### config.mk
export PLATFORM = sky130hd
export DESIGN_NAME = ram_scan_reader
export DESIGN_NICKNAME = d
export VERILOG_FILES = /design/src/rtl/ram_scan_pkg.sv /design/src/rtl/tick_gen.sv /design/src/rtl/ram_scan_reader.sv
export SDC_FILE = /design/constraint.sdc
export NUM_CORES = 1
export LEC_CHECK = 0
export ABC_CLOCK_PERIOD_IN_PS = 2300
export CELL_PAD_IN_SITES_DETAIL_PLACEMENT = 1
export CELL_PAD_IN_SITES_GLOBAL_PLACEMENT = 1
export CORE_UTILIZATION = 40
export CTS_CLUSTER_DIAMETER = 50
export DETAILED_ROUTE_END_ITERATION = 8
export PLACE_DENSITY = 0.8
export SETUP_SLACK_MARGIN = 0.4
export SLEW_MARGIN = 15
export SYNTH_ARGS = -nofsm -noshare
export SYNTH_HDL_FRONTEND = slang
export SYNTH_SLANG_ARGS = --single-unit
### constraint.sdc
create_clock -name CLOCK_50 -period 2.3 [get_ports CLOCK_50]
set_input_delay 0.23 -clock CLOCK_50 [delete_from_list [all_inputs] [get_ports CLOCK_50]]
set_output_delay 0.23 -clock CLOCK_50 [all_outputs]
set_load 0.02 [all_outputs]
### src/rtl/ram_scan_pkg.sv
// Shared types and default widths for the RAM scan reader.
package ram_scan_pkg;

   localparam int unsigned ADDR_W_DEF = 5;
   localparam int unsigned DATA_W_DEF = 4;

   typedef enum logic [1:0] {
      S_ISSUE = 2'd0,
      S_WAIT  = 2'd1,
      S_HOLD  = 2'd2
   } scan_state_t;

endpackage

### src/rtl/tick_gen.sv
// Free-running divider: one-cycle tick every TICK_DIV clocks while en is high.
module tick_gen #(
   parameter int unsigned TICK_DIV = 50_000_000
) (
   input  logic CLOCK_50,
   input  logic reset,
   input  logic en,
   output logic tick
);

   localparam int unsigned CNT_W = (TICK_DIV > 1) ? $clog2(TICK_DIV) : 1;
   localparam logic [CNT_W-1:0] CNT_MAX = CNT_W'(TICK_DIV - 1);

   logic [CNT_W-1:0] cnt_q;
   logic [CNT_W-1:0] cnt_d;
   logic             at_max_c;

   // Count only while enabled; dropping en restarts the period from zero.
   always_comb begin
      cnt_d    = cnt_q;
      at_max_c = (cnt_q == CNT_MAX);
      if (!en) begin
         cnt_d = '0;
      end else if (at_max_c) begin
         cnt_d = '0;
      end else begin
         cnt_d = cnt_q + CNT_W'(1);
      end
   end

   always_ff @(posedge CLOCK_50) begin
      if (reset) begin
         cnt_q <= '0;
      end else begin
         cnt_q <= cnt_d;
      end
   end

   assign tick = en && at_max_c;

endmodule

### src/rtl/ram_scan_reader.sv
// Read-side walker for the display RAM: issues each address in turn, captures the
// returned word, and advances on a divided tick (run=1) or a step press (run=0).
module ram_scan_reader
   import ram_scan_pkg::*;
#(
   parameter int unsigned ADDR_W   = ADDR_W_DEF,
   parameter int unsigned DATA_W   = DATA_W_DEF,
   parameter int unsigned TICK_DIV = 50_000_000,
   parameter int unsigned RD_LAT   = 1
) (
   input  logic              CLOCK_50,
   input  logic              reset,
   input  logic              run,
   input  logic              step,
   output logic [ADDR_W-1:0] rd_addr,
   input  logic [DATA_W-1:0] ram_q,
   output logic [ADDR_W-1:0] disp_addr,
   output logic [DATA_W-1:0] disp_data,
   output logic              valid,
   output logic              wrapped
);

   localparam int unsigned LAT_W = (RD_LAT > 1) ? $clog2(RD_LAT) : 1;
   localparam logic [LAT_W-1:0] LAT_LAST = LAT_W'(RD_LAT - 1);

   scan_state_t       state_q;
   scan_state_t       state_d;
   logic [LAT_W-1:0]  lat_q;
   logic [LAT_W-1:0]  lat_d;
   logic [ADDR_W-1:0] rd_addr_q;
   logic [ADDR_W-1:0] rd_addr_d;
   logic [ADDR_W-1:0] disp_addr_q;
   logic [ADDR_W-1:0] disp_addr_d;
   logic [DATA_W-1:0] disp_data_q;
   logic [DATA_W-1:0] disp_data_d;
   logic              valid_q;
   logic              valid_d;
   logic              wrapped_q;
   logic              wrapped_d;
   logic              step_q;
   logic              step_d;
   logic              tick;
   logic              step_rise_c;
   logic              advance_c;

   tick_gen #(
      .TICK_DIV (TICK_DIV)
   ) u_tick_gen (
      .CLOCK_50 (CLOCK_50),
      .reset    (reset),
      .en       (run),
      .tick     (tick)
   );

   // Next-state and capture logic; events arriving outside S_HOLD are simply dropped.
   always_comb begin
      state_d     = state_q;
      lat_d       = lat_q;
      rd_addr_d   = rd_addr_q;
      disp_addr_d = disp_addr_q;
      disp_data_d = disp_data_q;
      valid_d     = 1'b0;
      wrapped_d   = 1'b0;
      step_d      = step;
      step_rise_c = step & ~step_q;
      advance_c   = run ? tick : step_rise_c;

      case (state_q)
         S_ISSUE: begin
            lat_d   = '0;
            state_d = S_WAIT;
         end
         S_WAIT: begin
            if (lat_q == LAT_LAST) begin
               disp_data_d = ram_q;
               disp_addr_d = rd_addr_q;
               valid_d     = 1'b1;
               state_d     = S_HOLD;
            end else begin
               lat_d = lat_q + LAT_W'(1);
            end
         end
         S_HOLD: begin
            // Keep tracking the RAM so writes to the shown word reach the display.
            disp_data_d = ram_q;
            if (advance_c) begin
               rd_addr_d = rd_addr_q + ADDR_W'(1);
               wrapped_d = (rd_addr_q == '1);
               state_d   = S_ISSUE;
            end
         end
         default: begin
            state_d = S_ISSUE;
         end
      endcase
   end

   // step_q resets high so a button held through reset does not count as a press.
   always_ff @(posedge CLOCK_50) begin
      if (reset) begin
         state_q     <= S_ISSUE;
         lat_q       <= '0;
         rd_addr_q   <= '0;
         disp_addr_q <= '0;
         disp_data_q <= '0;
         valid_q     <= 1'b0;
         wrapped_q   <= 1'b0;
         step_q      <= 1'b1;
      end else begin
         state_q     <= state_d;
         lat_q       <= lat_d;
         rd_addr_q   <= rd_addr_d;
         disp_addr_q <= disp_addr_d;
         disp_data_q <= disp_data_d;
         valid_q     <= valid_d;
         wrapped_q   <= wrapped_d;
         step_q      <= step_d;
      end
   end

   assign rd_addr   = rd_addr_q;
   assign disp_addr = disp_addr_q;
   assign disp_data = disp_data_q;
   assign valid     = valid_q;
   assign wrapped   = wrapped_q;

endmodule
### Yosys cells after proc, flatten, opt, wreduce, memory -nomap -nowiden

Cells that the tools add are included.

* $add $sub $neg: 3
* eq/ne operators: 6
* muxes and demuxes: 9
* bitwise operators: 7
* reduce and logical (&&, ||, !) cells: 11

Operator list (count)
* 26-bit by 1-bit adder with 26-bit output, second input constant: 1
* 26-bit equality test, second input constant: 1
* 4-bit case mux with 2 select lines: 1
* 2-bit AND reduction: 4
* 1-bit inverter: 6
* 2-bit case mux with 3 select lines: 1
* 3-bit OR reduction: 2
* 5-bit by 1-bit adder with 5-bit output, second input constant: 1
* 5-bit equality test, second input constant: 1
* 2-bit two-way mux: 2
* 4-bit two-way mux: 1
* 2-bit != test, second input constant: 2
* 2-bit nonzero test: 2
* 1-bit two-way mux: 3
* 2-bit by 1-bit equality test with 1-bit output, second input constant: 1
* 2-bit equality test, second input constant: 1
* 2-bit logical NOT: 1
* 1-bit case mux with 2 select lines: 1
* 2-bit OR reduction: 1
* 1-bit adder, second input constant: 1
* 1-bit AND: 1
* 1-bit logical AND: 1

* register bits after elaboration: 46
* bits of input ports: 8
* output and inout port bits: 16
* word-level logic and storage cells: 45

### Depth between registers and ports, before layout

* word-level depth: 5
* gate-level depth with buffers: 7

### Cells and area by module

From an unflattened synthesis, not the netlist that was laid out.

* cells, all modules: 227
* area total of the unflattened synthesis: 2049.5 um2

By module, submodules not included
* tick_gen: instances 1, cells an instance 143, area an instance 1203.7 um2, seq. area each 520.5 um2
* ram_scan_reader: instances 1, cells an instance 84, area an instance 845.8 um2, seq. area each 380.4 um2

### Least setup slack after synthesis

Ideal clock, no wire load.

* path type: reg2reg
* from: register u_tick_gen.cnt_q[16]
* to: register rd_addr_q[2], in the netlist rd_addr[2]
* setup time: 0.070 ns
* arrival time: 1.663 ns
* required time: 2.230 ns
* setup slack: 0.567 ns
* cell stages (with the launch flop): 6
* buffers on the path: 0
* cells stage by stage: dfxtp_1 or4_4 nor4_4 a21oi_2 or3_1 a21oi_1

* longest elaborated chain between the ends: 4

Ends and longest elaborated chain
* start, declared: RTL line tick_gen.sv:14 `logic [CNT_W-1:0] cnt_q;`
* start signal, assigned: RTL line tick_gen.sv:35 `cnt_q <= cnt_d;`
* 26-bit equality test: RTL line tick_gen.sv:21 `at_max_c = (cnt_q == CNT_MAX);`
* 1-bit logical AND: RTL line tick_gen.sv:39 `assign tick = en && at_max_c;`
* 1-bit two-way mux: RTL line ram_scan_reader.sv:66 `advance_c = run ? tick : step_rise_c;`
* 2-bit AND reduction (no source line)
* end signal, assigned: RTL line ram_scan_reader.sv:112 `rd_addr_q <= rd_addr_d;`
* end, declared: RTL line ram_scan_reader.sv:30 `logic [ADDR_W-1:0] rd_addr_q;`

No other way between the ends.
A chain may end at the register's enable or synchronous reset.

### Final worst setup path

* from: register u_tick_gen.cnt_q[8]
* to: register rd_addr_q[2], in the netlist rd_addr[2]

Same word-level chain as after synthesis.

==> results.cfg <==
[run_status]
status = finished, final reports clean

[global_routing]
grt-ovfl-total = 0
grt_max_degree = 26
antenna_found_initial = 0
grt_pass1_vias = 1444
grt_pass1_wl_microns = 6810
track_usage_pct = 16.72

[sta]
slew_headroom_pct = 63.39
post-route-period-util_pct = 80.20
finClkSkew_ns = 0.009389
holdWs_ns = 0.4722
setup_slack_ns = 0.4554
hold_viol_final = 0
max_freq_mhz = 542.1
slew_violations = 0
period_needed_ns = 1.845
setup_violations = 0
fin_setup_tns_ns = 0
worstMarginPinSlew_ns = 0.5491
grt_setup_unrepaired = no

[setup_path]
r2r_end = rd_addr[2]
reg2reg_from = u_tick_gen.cnt_q[8]
cp_slowest_stage_delay_ns = 0.57
worst-r2r-setup-slack_ns = 0.46
path_max_fanout = 4
cp.arrival_ns = 2.07
cp-start-kind = flip-flop
critical_path_class = reg -> reg
required_ns = 2.53
cp_cell_sequence = or4b_4 -> nor4_4 -> a21oi_2 -> or3_1 -> a21oi_1
r2r_cells = 5
end_kind = flip-flop
critPathSlowestCell = or4b_4

[routing]
drtIter0Drc = 43
vias = 1544
firstDrtPassIters = 4
wl_per_cell_microns = 13.10
avgViaCountPerCell = 4.981
drc = 0
routed_wirelength_microns = 4062
final_antenna_net_count = 0

[clocking]
root_buffer = clkbuf_8
cts.sinks = 45
clockBufferDepth = 2
h-tree-depth = 2
cts_hold_buf = 0
tritoncts = built
clock_latency_ns = 0.30
numCtsBuffers = 5
clkSlewWorstSetupHoldPaths_ns = 0.08

[placement]
numPortBuffers = 23
place_area_sq_um = 2311
dp_hpwl_microns = 2938
place.gp.congestion = 0.7177
post-place-ws_ns = 0.4123

[logic_synthesis]
synth_area_sq_um = 1996
ys_types = 31
ys_warn_count = 0
synth.avg_cell_area_sq_um = 9.326
ys.flop_type = dfxtp_1
syn-instance-count = 214
synth_seq_area_share_pct = 45.14
syn_nets = 229
synth-edff-count = 0
netlist.area_leader.share_pct = 45.14
synthTopCellsByArea = dfxtp_1 45%, nor2_1 8.7%, xor2_1 6.6%
ys_ff_latch = 45
yosysTopAreaCell = dfxtp_1
async_reset_ff_share_pct = 0

[hold_path]
hold_depth = 1
hold_class = reg -> reg
min_from = u_tick_gen.cnt_q[0]
whs_endpoint = u_tick_gen.cnt_q[0]

[floorplan]
pin_count = 24
initial_utilization_pct = 41.97
die_y_microns = 72.64
die_w_microns = 72.64
coreArea_sq_um = 4755
placementRows = 25
die_area_sq_um = 5276

[final_layout]
finalInstanceArea_sq_um = 2434
n_antenna_cell = 0
area_delta_synth_final_pct = 21.94
final_core_util_pct = 51.18
nNetsFinal = 257
final_common_cell = nor2_1
layout_common_cells = 46 x nor2_1, 40 x dfxtp_1, 23 x clkdlybuf4s50_1
layout-drive-gt1-share_pct = 11.11

[job]
maxCapViolations = 0

[power_and_ir_drop]
p_per_area_nw_per_um2 = 597.6
irDropWorstVdd_v = 0.0002843
leakage_nw = 0.8819
[how the worst max path moves through the flow]
stage                         start          to  slack, ns  cells after the start
2_1_floorplan  u_tick_gen.cnt_q[16]  rd_addr[2]       0.57                      5
3_3_place_gp                    run  rd_addr[3]       0.49                      6
3_5_place_dp                    run  rd_addr[2]       0.41                      6
4_1_cts         u_tick_gen.cnt_q[0]  rd_addr[2]       0.40                      6
5_1_grt         u_tick_gen.cnt_q[8]  rd_addr[3]       0.39                      5
6_report        u_tick_gen.cnt_q[8]  rd_addr[2]       0.46                      5
[synth_stat cells, types with 2 or more instances]
library cell  number
nand2b_1           2
nor3b_1            2
nand4_1            7
nor4_4             3
xor2_1            15
buf_2              2
dfxtp_1           45
and3_1             4
nor3_1             4
inv_1              6
o21ai_0            2
mux2i_1           13
nor2_1            46
nand2_1            9
clkbuf_1           4
nor2b_1            2
or3_1              2
a21oi_1            3
xnor2_1           10
nor4_1             3
nand3_1           14
ha_1               7
[power breakdown]
part | internal [mW] | switching [mW] | total, mW
Combinational | 0.0739 | 0.0771 | 0.151
Sequential | 0.797 | 0.0133 | 0.810
Clock | 0.216 | 0.277 | 0.493
Total | 1.09 | 0.368 | 1.45
[sequential cells by signal, summed over array words and instances (netlist names)]
name,count
disp_addr,5
disp_data,4
rd_addr,5
state_q,2
step_q,1
u_tick_gen.cnt_q,26
valid,1
wrapped,1
[critical path: cells and delay by family (launching register included)]
family	cells	cell delay [ns]
flip-flops	1	0.37
AND/OR/NAND/NOR	3	1.16
AO/OA/AOI/OAI	2	0.25
[metrics by stage]
stage | power [mW] | cells
2_1_floorplan | 0.9232 | 214
3_3_place_gp | 0.9761 | 301
3_5_place_dp | 0.9805 | 301
4_1_cts | 1.474 | 309
5_1_grt | 1.520 | 310
6_report | 1.454 | 310
[kinds of logic after synthesis]
group                    after synthesis  share of synthesized area, %
AO/OA/AOI/OAI                          8                         2.445
XOR/XNOR                              25                         10.97
adder cells (fa/ha/maj)                7                         4.389
buffers and inverters                 13                         2.570
flip-flops                            45                         45.14
multiplexers                          13                         6.520
AND/OR/NAND/NOR                      103                         27.96
[routing by layer]
| layer | part of all wire, % | track usage [%] | vias to the layer above |
|---|---|---|---|
| met5 | 0 | 0 | - |
| met3 | 2.0 | 3.039 | 5 |
| met1 | 49 | 22.61 | 748 |
| met4 | 1.4 | 6.536 | 0 |
| met2 | 48 | 26.48 | 16 |
| li1 | - | - | 775 |
[area by class of cell]
type | count | area [sq um]
Fill cell | 564 | 2321
Multi-Input combinational cell | 156 | 1060
Sequential cell | 45 | 909.6
Timing Repair Buffer | 28 | 267.8
Tap cell | 67 | 83.83
Clock buffer | 5 | 68.82
Inverter | 6 | 22.52
Clock inverter | 3 | 21.27
[timing repair]
| item | CTS | global route |
|---|---|---|
| gates resized for setup | 0 | 9 |
| buffers inserted | 0 | 1 |
| endpoints found under the setup margin | 0 | 18 |
No activity file was read; power rests on OpenSTA's default activity.
